[config.mk]
export PLATFORM = sky130hd
export DESIGN_NAME = cls_spi_tx
export DESIGN_NICKNAME = d
export VERILOG_FILES = /design/src/rtl/cls_pkg.sv /design/src/rtl/cls_spi_tx_spi_clk_gen.sv /design/src/rtl/cls_spi_tx.sv
export SDC_FILE = /design/constraint.sdc
export NUM_CORES = 1
export LEC_CHECK = 0
export BUFFER_PORTS_ARGS = -buffer_cell sky130_fd_sc_hd__clkbuf_2
export CORE_ASPECT_RATIO = 1.25
export CORE_UTILIZATION = 25
export DETAILED_ROUTE_END_ITERATION = 12
export GPL_ROUTABILITY_DRIVEN = 0
export PLACE_DENSITY = 0.49
export RECOVER_POWER = 100
export SYNTH_ARGS = -nofsm -noshare
export SYNTH_HDL_FRONTEND = slang
export SYNTH_SLANG_ARGS = --single-unit
[constraint.sdc]
create_clock -name clk -period 2.3 [get_ports clk]
set_input_delay 0.115 -clock clk [delete_from_list [all_inputs] [get_ports clk]]
set_output_delay 0.115 -clock clk [all_outputs]
set_load 0.05 [all_outputs]
[src/rtl/cls_pkg.sv]
// cls_pkg: shared FSM state encoding and ASCII constants for the CLS display path
package cls_pkg;
  typedef enum logic [2:0] {
    ST_IDLE  = 3'd0,
    ST_SETUP = 3'd1,
    ST_SHIFT = 3'd2,
    ST_GAP   = 3'd3,
    ST_HOLD  = 3'd4,
    ST_DONE  = 3'd5
  } state_t;
  localparam logic [7:0] ESC   = 8'h1B;
  localparam logic [7:0] NUL   = 8'h00;
  localparam logic [7:0] SPACE = 8'h20;
endpackage

[src/rtl/cls_spi_tx_spi_clk_gen.sv]
// spi_clk_gen: mode-0 SCLK divider with edge strobes that mark the cycle sclk toggles
module spi_clk_gen #(
  parameter int CLK_DIV = 4
) (
  input  logic clk,
  input  logic rst_n,
  input  logic en,
  output logic sclk,
  output logic rise_pulse,
  output logic fall_pulse
);
  localparam int DW = CLK_DIV > 1 ? $clog2(CLK_DIV) : 1;
  logic [DW-1:0] div;
  logic tc;
  assign tc = en && div == DW'(CLK_DIV - 1);
  assign rise_pulse = tc && !sclk;
  assign fall_pulse = tc && sclk;
  // half-period counter; disabling parks sclk low and restarts the low half
  always_ff @(posedge clk or negedge rst_n)
    if (!rst_n) begin
      div  <= '0;
      sclk <= 1'b0;
    end else if (!en) begin
      div  <= '0;
      sclk <= 1'b0;
    end else if (tc) begin
      div  <= '0;
      sclk <= ~sclk;
    end else
      div <= div + 1'b1;
endmodule

[src/rtl/cls_spi_tx.sv]
// cls_spi_tx: serialises the packed display frame to the LCD over SPI mode 0; CLS_SPI_NULL_TERM_EN ends the frame at the first 8'h00 byte
module cls_spi_tx
  import cls_pkg::*;
#(
  parameter int DATA_W    = 152,
  parameter int CLK_DIV   = 4,
  parameter int GAP_CYC   = 16,
  parameter int SETUP_CYC = 4
) (
  input  logic              clk,
  input  logic              rst_n,
  input  logic              begin_transmission,
  input  logic [DATA_W-1:0] data_in,
  output logic              end_transmission,
  output logic              busy,
  output logic              ss_n,
  output logic              sclk,
  output logic              mosi
);
  localparam int NB  = DATA_W / 8;
  localparam int BCW = $clog2(NB + 1);
  localparam int CMX = GAP_CYC > SETUP_CYC ? GAP_CYC : SETUP_CYC;
  localparam int CW  = $clog2(CMX + 1);
  state_t            state;
  logic [DATA_W-1:0] shreg;
  logic [CW-1:0]     cnt;
  logic [BCW-1:0]    byte_cnt;
  logic [2:0]        bit_cnt;
  logic              rise_pulse, fall_pulse, skip;
`ifdef CLS_SPI_NULL_TERM_EN
  assign skip = shreg[DATA_W-1 -: 8] == NUL;
`else
  assign skip = 1'b0;
`endif
  spi_clk_gen #(.CLK_DIV(CLK_DIV)) u_clk (
    .clk       (clk),
    .rst_n     (rst_n),
    .en        (state == ST_SHIFT),
    .sclk      (sclk),
    .rise_pulse(rise_pulse),
    .fall_pulse(fall_pulse)
  );
  // frame sequencer: byte shifting, inter-byte gaps, select setup/hold and the done handshake
  always_ff @(posedge clk or negedge rst_n)
    if (!rst_n) begin
      state            <= ST_IDLE;
      shreg            <= '0;
      cnt              <= '0;
      byte_cnt         <= '0;
      bit_cnt          <= '0;
      ss_n             <= 1'b1;
      mosi             <= 1'b0;
      busy             <= 1'b0;
      end_transmission <= 1'b0;
    end else
      case (state)
        ST_IDLE:
          if (begin_transmission) begin
            shreg    <= data_in;
            mosi     <= data_in[DATA_W-1];
            byte_cnt <= '0;
            cnt      <= '0;
            busy     <= 1'b1;
            ss_n     <= 1'b0;
            state    <= ST_SETUP;
          end
        ST_SETUP:
          if (cnt == CW'(SETUP_CYC - 1)) begin
            cnt   <= '0;
            state <= skip ? ST_HOLD : ST_SHIFT;
          end else
            cnt <= cnt + 1'b1;
        ST_SHIFT: begin
          if (rise_pulse) bit_cnt <= bit_cnt + 1'b1;
          if (fall_pulse) begin
            shreg <= {shreg[DATA_W-2:0], 1'b0};
            mosi  <= shreg[DATA_W-2];
            if (bit_cnt == 3'd0) begin
              byte_cnt <= byte_cnt + 1'b1;
              state    <= byte_cnt == BCW'(NB - 1) ? ST_HOLD : ST_GAP;
            end
          end
        end
        ST_GAP:
          if (cnt == CW'(GAP_CYC - 1)) begin
            cnt   <= '0;
            mosi  <= shreg[DATA_W-1];
            state <= skip ? ST_HOLD : ST_SHIFT;
          end else
            cnt <= cnt + 1'b1;
        ST_HOLD:
          if (cnt == CW'(SETUP_CYC - 1)) begin
            cnt              <= '0;
            ss_n             <= 1'b1;
            end_transmission <= 1'b1;
            state            <= ST_DONE;
          end else
            cnt <= cnt + 1'b1;
        ST_DONE: begin
          end_transmission <= 1'b0;
          busy             <= 1'b0;
          state            <= ST_IDLE;
        end
        default: state <= ST_IDLE;
      endcase
endmodule

==> impl_metrics.py, run 1 <==
metrics = {
    "cells_and_area": {
        "layout-drive-gt1-share_pct": 19.53,
        "nets": 1251,
        "fin_util_pct": 36.14,
        "n_fill_cell": 3299,
        "syn_to_final_growth_pct": 41.15,
        "final_cells": 1514,
    },
    "power": {
        "leakage_nw": 5.442,
        "power.density_nw_per_um2": 1030,
        "irDropWorstVdd_uv": 373.8,
        "p_total_mw": 11.97,
    },
    "route": {
        "final_antenna_net_count": 0,
        "num_vias": 6539,
        "avgViaCountPerCell": 4.319,
        "drt_iter0_drc": 241,
        "wl_per_cell_um": 13.34,
        "drc": 0,
        "first_pass_iters": 4,
        "drt-total-wl_mm": 20.20,
    },
    "synthesis": {
        "ys_async_sr_fraction_pct": 100.0,
        "synth-seq-cells": 175,
        "synth_edf_count": 0,
        "synth_top_family_by_area": "multiplexers",
        "yosys.area_share.simple_pct": 10.12,
        "syn_avg_cell_area_um2": 10.42,
        "synth_xor_area_share_pct": 0.4256,
        "seq_area_frac_synth_pct": 53.21,
        "synth-compound-area-share_pct": 12.25,
        "synthAdderAreaFrac_pct": 1.216,
        "yosysUniqueCellTypes": 47,
        "ys.flop_type": "dfrtp_1",
        "synth_area_um2": 8232,
        "synthMuxAreaShare_pct": 18.76,
        "synthCells": 790,
        "synth_nets": 953,
        "yosysWarnings": 0,
    },
    "critical_path": {
        "cp_slowest_stage_delay_ns": 0.53,
        "required_ns": 2.62,
        "path_class": "flip-flop to flip-flop",
        "reg2regPathDepth": 5,
        "start_kind": "flip-flop",
        "critPathSlowestCell": "dfrtp_1",
        "critPathCaptureType": "flip-flop",
        "cp_data_arrival_time_ns": 2.37,
        "worstReg2RegStart": "state[1]",
        "regToRegEndpoint": "shreg[79]",
        "crit_fanout": 23,
        "reg2reg_slack_ns": 0.24,
        "crit_chain": "nor3b_2, buf_12, buf_6, mux2i_1, o21ai_1",
    },
    "clock_tree": {
        "cts.sink_count": 175,
        "ctsResizeCount": 0,
        "h-tree-depth": 4,
        "cts_hold_buffers": 153,
        "cts_tree": "built",
        "cts.clk_slew.worst_paths_ns": 0.08,
        "postCtsSetupRepairBufs": 0,
        "root_buffer": "clkbuf_16",
        "cts_inserted_buffers": 17,
        "clk_latency_ns": 0.44,
        "clockBufferDepth": 2,
    },
    "floorplan": {
        "rows": 73,
        "core_area_um2": 32150,
        "ioPinCount": 160,
        "die_y_um": 204.9,
        "die_x_um": 164.3,
        "initial_utilization_pct": 25.60,
        "dieArea_um2": 33660,
    },
    "timing": {
        "max_freq_ghz": 0.4859,
        "whs_ns": 0.09334,
        "drv_slew": 56,
        "fin_setup_tns_ns": 0,
        "finalCriticalPeriod_ns": 2.058,
        "slew_headroom_pct": -1.806,
        "rsz0062_at_grt": "false",
        "tightestPinTransition_ns": 1.527,
        "setup_viol": 0,
        "skew_ns": 0.01028,
        "period_share_pct": 89.47,
        "hold_violations": 0,
    },
    "grt": {
        "grt_pass1_wl_mm": 33.65,
        "antenna_found_initial": 0,
        "grt_usage_pct": 12.70,
        "grt_max_degree": 189,
        "grt_pass1_vias": 6898,
        "gr-total-overflow": 0,
    },
    "placed_design": {
        "port-buffer-count": 159,
        "dp_hpwl_mm": 12.86,
        "placed_cells": 1328,
    },
    "job": {
        "drv_cap": 1,
    },
    "hold_path": {
        "holdPathStages": 3,
        "whs_endpoint": "ss_n",
        "hold_path.class": "input port to flip-flop",
        "worstHoldStart": "begin_transmission",
    },
    "status": {
        "status": "finished, violations left",
        "violations": "capacitance limit, slew limit",
    },
}
==> registers in the layout, indices dropped and copies added, names as in the netlist <==
register,flops
bit_cnt,3
busy,1
byte_cnt,5
cnt,5
end_transmission,1
mosi,1
shreg,152
ss_n,1
state,3
u_clk.div,2
u_clk.sclk,1
==> final cells by class <==
class	instances	area, um^2	area share [%]
Antenna cell	1	2.502	0.02154
Clock buffer	17	425.4	3.661
Clock inverter	15	177.7	1.529
Inverter	8	30.03	0.2585
Multi-Input combinational cell	553	3541	30.48
Sequential cell	175	4380	37.70
Tap cell	412	515.5	4.437
Timing Repair Buffer	333	2546	21.91
==> cells by family (layout without fill, tap and decap cells) <==
kind of cell	Yosys count	in the layout
buffers and inverters	62	373
xor gates and xnor gates	4	4
AOI/OAI and AO/OA	186	186
DFF	175	175
muxes	154	154
adders and majority gates	8	8
and+or+nand+nor	201	201
other	0	1
==> placed cells by master, fill, tap and decap left out, drive strengths merged, types with 2 or more instances in the layout <==
cell type / count
nor4b: 2
clkinv: 4
nand2: 166
clkbuf: 178
mux2: 2
a221o: 3
buf: 19
dfrtp: 174
xnor2: 4
mux2i: 152
o31ai: 2
bufinv: 2
nor2: 9
dlygate4sd3: 153
nand2b: 5
or4: 2
a21oi: 7
a21o: 2
a22o: 3
o21ai: 158
inv: 14
or3: 2
clkinvlp: 3
ha: 8
nand3: 5
nor2b: 2
==> worst max-delay path by stage <==
stage / start / endpoint / slack, ns / cells after the start
after floorplan: u_clk.sclk / byte_cnt[4] / 0.34 / 4
after global placement: state[1] / shreg[130] / 0.31 / 5
after detailed placement: state[1] / shreg[122] / 0.28 / 4
after CTS: state[1] / shreg[130] / 0.26 / 5
after global routing: state[1] / shreg[85] / 0.06 / 5
final: state[1] / shreg[79] / 0.24 / 5
==> report_power, final <==
group	internal, mW	total [mW]	switching [mW]
clock network	1.64	3.05	1.41
registers	4.42	5.17	0.750
logic	1.91	3.75	1.84
==> worst max-delay path: cells and delay by family, from the launching register on <==
family,cells,cell delay [ns]
AOI/OAI and AO/OA,1,0.08
and+or+nand+nor,1,0.48
muxes,1,0.25
DFF,1,0.53
buffers and inverters,2,0.56
==> cells in the mapped netlist, drive strengths merged, types with 2 or more instances <==
| master | n | area (um^2) |
|---|---|---|
| nand3 | 5 | 25.02 |
| nor2b | 2 | 12.51 |
| nor4b | 2 | 23.77 |
| xnor2 | 4 | 35.03 |
| clkbuf | 16 | 60.06 |
| mux2 | 2 | 22.52 |
| nor2 | 9 | 33.78 |
| o21ai | 158 | 790.8 |
| nand2b | 5 | 31.28 |
| buf | 38 | 240.2 |
| ha | 8 | 100.1 |
| nand2 | 166 | 623.1 |
| mux2i | 152 | 1521 |
| or4 | 2 | 15.01 |
| a22o | 3 | 26.28 |
| inv | 8 | 30.03 |
| o31ai | 2 | 15.01 |
| a21oi | 7 | 35.03 |
| a21o | 2 | 15.01 |
| dfrtp | 174 | 4354 |
| a221o | 3 | 30.03 |
| or3 | 2 | 12.51 |
==> routing by layer <==
layer  up-vias  track usage [%]  part of all wire [%]
li1       3342                -                     -
met1      3064            15.42                    44
met3        29            2.835                   3.5
met5         -                0                     0
met2       104            21.59                    50
met4         0            5.026                   2.0
==> through the flow <==
stage | area (um^2) | worst slack [ns]
floorplan | 8232 | 0.3429
CTS | 11680 | 0.2554
global placement | 9542 | 0.3092
finish | 11620 | 0.2422
global route | 11620 | 0.05532
detailed placement | 9542 | 0.2819
(Power assumes the default switching activity.)
==> inputs of run 2 (changes only) <==
- ABC_AREA: not set -> 1
- BUFFER_PORTS_ARGS: -buffer_cell sky130_fd_sc_hd__clkbuf_2 -> -buffer_cell sky130_fd_sc_hd__buf_2
- MAX_ROUTING_LAYER: not set -> met4
==> impl_metrics.py, run 2 <==
metrics = {
    "cells_and_area": {
        "syn_to_final_growth_pct": 27.46,
        "reg_top3": "shreg (152), byte_cnt (5), cnt (5)",
        "final_common_cell": "nand2_1",
        "fin_area_um2": 11220,
        "final_cells": 1825,
        "largest_register": "shreg",
        "mostFrequentLayoutCells": "359 x nand2_1, 302 x o21ai_0, 174 x dfrtp_1, 170 x inv_1, 153 x buf_2",
        "n_antenna_cell": 0,
        "layout-drive-gt1-share_pct": 15.48,
        "nets": 1507,
        "fin_util_pct": 32.49,
        "largest_reg_flops": 152,
    },
    "critical_path": {
        "regToRegEndpoint": "shreg[134]",
        "critPathCaptureType": "flip-flop",
        "crit_fanout": 80,
        "cp_data_arrival_time_ns": 2.38,
        "worstReg2RegStart": "state[0]",
        "setup.worst_path.start": "state[0]",
        "reg2reg_slack_ns": 0.23,
        "path_class": "flip-flop to flip-flop",
        "reg2regPathDepth": 6,
        "endpoint": "shreg[134]",
        "required_ns": 2.61,
        "start_kind": "flip-flop",
    },
    "floorplan": {
        "die_x_um": 169.8,
        "die_y_um": 211.8,
        "ioPinCount": 160,
        "initial_utilization_pct": 25.49,
        "core_area_um2": 34520,
        "rows": 76,
        "dieArea_um2": 35960,
    },
    "synthesis": {
        "yosys.area.top_type": "dfrtp_1",
        "synth_xor_area_share_pct": 0.4977,
        "synth_edf_count": 0,
        "yosys-top-cells-count": "359 x nand2_1, 214 x o21ai_0, 174 x dfrtp_1",
        "synth-compound-area-share_pct": 17.77,
        "ys_async_sr_fraction_pct": 100.0,
        "synth_top_family_by_area": "simple AND/OR/NAND/NOR gates",
        "yosysMostFrequentCell": "nand2_1",
        "ys.flop_type": "dfrtp_1",
        "synth_nets": 1315,
        "synthMuxAreaShare_pct": 0,
        "synth_top_cell_area_share_pct": 49.48,
        "yosysUniqueCellTypes": 23,
        "syn_avg_cell_area_um2": 7.639,
        "yosysWarnings": 0,
        "synth-seq-cells": 175,
        "synth_area_um2": 8800,
        "synthCells": 1152,
        "synthAdderAreaFrac_pct": 1.137,
        "seq_area_frac_synth_pct": 49.78,
        "synth_area_leaders": "dfrtp_1 49%, nand2_1 15%, o21ai_0 12%, inv_1 7.3%, o21ai_1 5.3%",
        "yosys.area_share.simple_pct": 18.43,
    },
    "power": {
        "p_sw_share_pct": 39.23,
        "pwr-share-comb_pct": 38.2,
        "p_sw_mw": 4.944,
        "irDropWorstVdd_uv": 500.9,
        "power.density_nw_per_um2": 1124,
        "seqPwrFrac_pct": 38.3,
        "leakage_nw": 5.489,
        "p_int_mw": 7.660,
        "p_clk_share_pct": 23.5,
    },
    "clock_tree": {
        "ctsResizeCount": 0,
        "cts_tree": "built",
        "clockBufferDepth": 2,
        "cts.clk_slew.worst_paths_ns": 0.08,
        "postCtsSetupRepairBufs": 0,
        "root_buffer": "clkbuf_16",
        "h-tree-depth": 4,
        "cts.sink_count": 175,
        "cts_inserted_buffers": 17,
        "clk_latency_ns": 0.43,
    },
    "timing": {
        "period_share_pct": 90.08,
        "tightestPinTransition_ns": 1.261,
        "skew_ns": 0.01309,
        "finalCriticalPeriod_ns": 2.072,
        "fin_setup_tns_ns": 0,
        "rsz0062_at_grt": "false",
        "slew_headroom_pct": 15.96,
        "hold_violations": 0,
        "max_freq_ghz": 0.4827,
        "setup_viol": 0,
        "drv_slew": 0,
    },
    "route": {
        "drt-total-wl_mm": 20.76,
        "drc": 0,
        "first_pass_iters": 5,
        "avgViaCountPerCell": 4.118,
        "final_antenna_net_count": 0,
        "drt_iter0_drc": 461,
        "wl_per_cell_um": 11.38,
        "num_vias": 7515,
    },
    "grt": {
        "grt_max_degree": 118,
        "grt_use_met3_pct": 2.113,
        "use_met2_pct": 19.06,
        "grt_usage_pct": 12.31,
        "grt_pass1_wl_mm": 34.39,
        "grt_pass1_vias": 7116,
        "antenna_found_initial": 0,
        "gr-total-overflow": 0,
        "gr-max-usage-layer": "met2",
        "grt_util_met1_pct": 16.26,
    },
    "hold_path": {
        "worstHoldStart": "data_in[66]",
        "hold_path.class": "input port to flip-flop",
    },
    "job": {
        "drv_cap": 0,
    },
    "placed_design": {
        "placed_cell_area_um2": 10010,
        "dp_hpwl_mm": 13.54,
        "placed_cells": 1727,
        "port-buffer-count": 159,
    },
    "status": {
        "status": "finished clean",
    },
}
## run 2: changes by cell type in the layout (fill, tap and decap cells not counted), moves of 10 or more
cell,before,now
buf_2,0,153
clkbuf_2,155,5
dlygate4sd3_1,153,66
inv_1,8,170
mux2i_1,152,0
nand2_1,166,359
nand3_1,5,24
nor2_1,9,19
o21ai_0,145,302
## run 2: critical path: stages, from the launching register on
cell and delay (ns):
dfrtp_1 0.46, inv_1 0.20, nand2_8 0.20, buf_4 0.55
o21ai_0 0.27, nand2_1 0.12, o21ai_0 0.09
## run 2: worst min path at each step
stage	slack, ns	endpoint	depth (start not counted)
after global placement	0.09	shreg[77]	1
after CTS	0.000002	shreg[97]	5
after detailed placement	0.1	shreg[76]	1
after global routing	0.02	shreg[27]	5
after floorplan	-0.18	bit_cnt[0]	0
final	0.01	shreg[66]	5
## run 2: area by class of cell
cell class / count / area, um^2
Timing Repair Buffer: 241 / 1673
Sequential cell: 175 / 4380
Clock inverter: 15 / 160.2
Multi-Input combinational cell: 738 / 3349
Fill cell: 3723 / 23300
Clock buffer: 17 / 425.4
Inverter: 171 / 641.9
Tap cell: 468 / 585.6
## run 2: kinds of logic after synthesis
kind of cell / count (synthesis)
buf+inv: 239
fa+ha+maj: 8
compound gates: 312
xor+xnor: 5
simple gates: 413
flops: 175
## run 2: stage by stage
step | power, mW | setup WS (ns) | hold slack [ns]
after floorplan | 8.774 | 0.7831 | -0.1806
after global placement | 9.845 | 0.3035 | 0.09421
after detailed placement | 9.915 | 0.2953 | 0.09909
after CTS | 13.09 | 0.2688 | 0.000002248
after global routing | 13.92 | 0.06655 | 0.02353
final | 12.60 | 0.2282 | 0.01353
## run 2: power by group through the flow
stage               clock (mW)  sequential [mW]  combinational (mW)
CTS                       3.10             4.83                5.15
floorplan                    0             4.81                3.96
global route              3.22             4.97                5.73
global placement             0             4.86                4.98
detailed placement           0             4.89                5.02
finish                    2.96             4.83                4.82
## run 2: routing by layer
layer	up-vias	wire [um]	part of all wire, %
met3	10	710	3.4
met1	3404	10180	49
met5	-	0	0
met2	130	9638	46
li1	3971	-	-
met4	0	232	1.1
## run 2: repair_timing
action	4_1_cts	5_1_grt
setup endpoints to repair	0	0
hold buffers	66	0
hold endpoints to repair	106	0
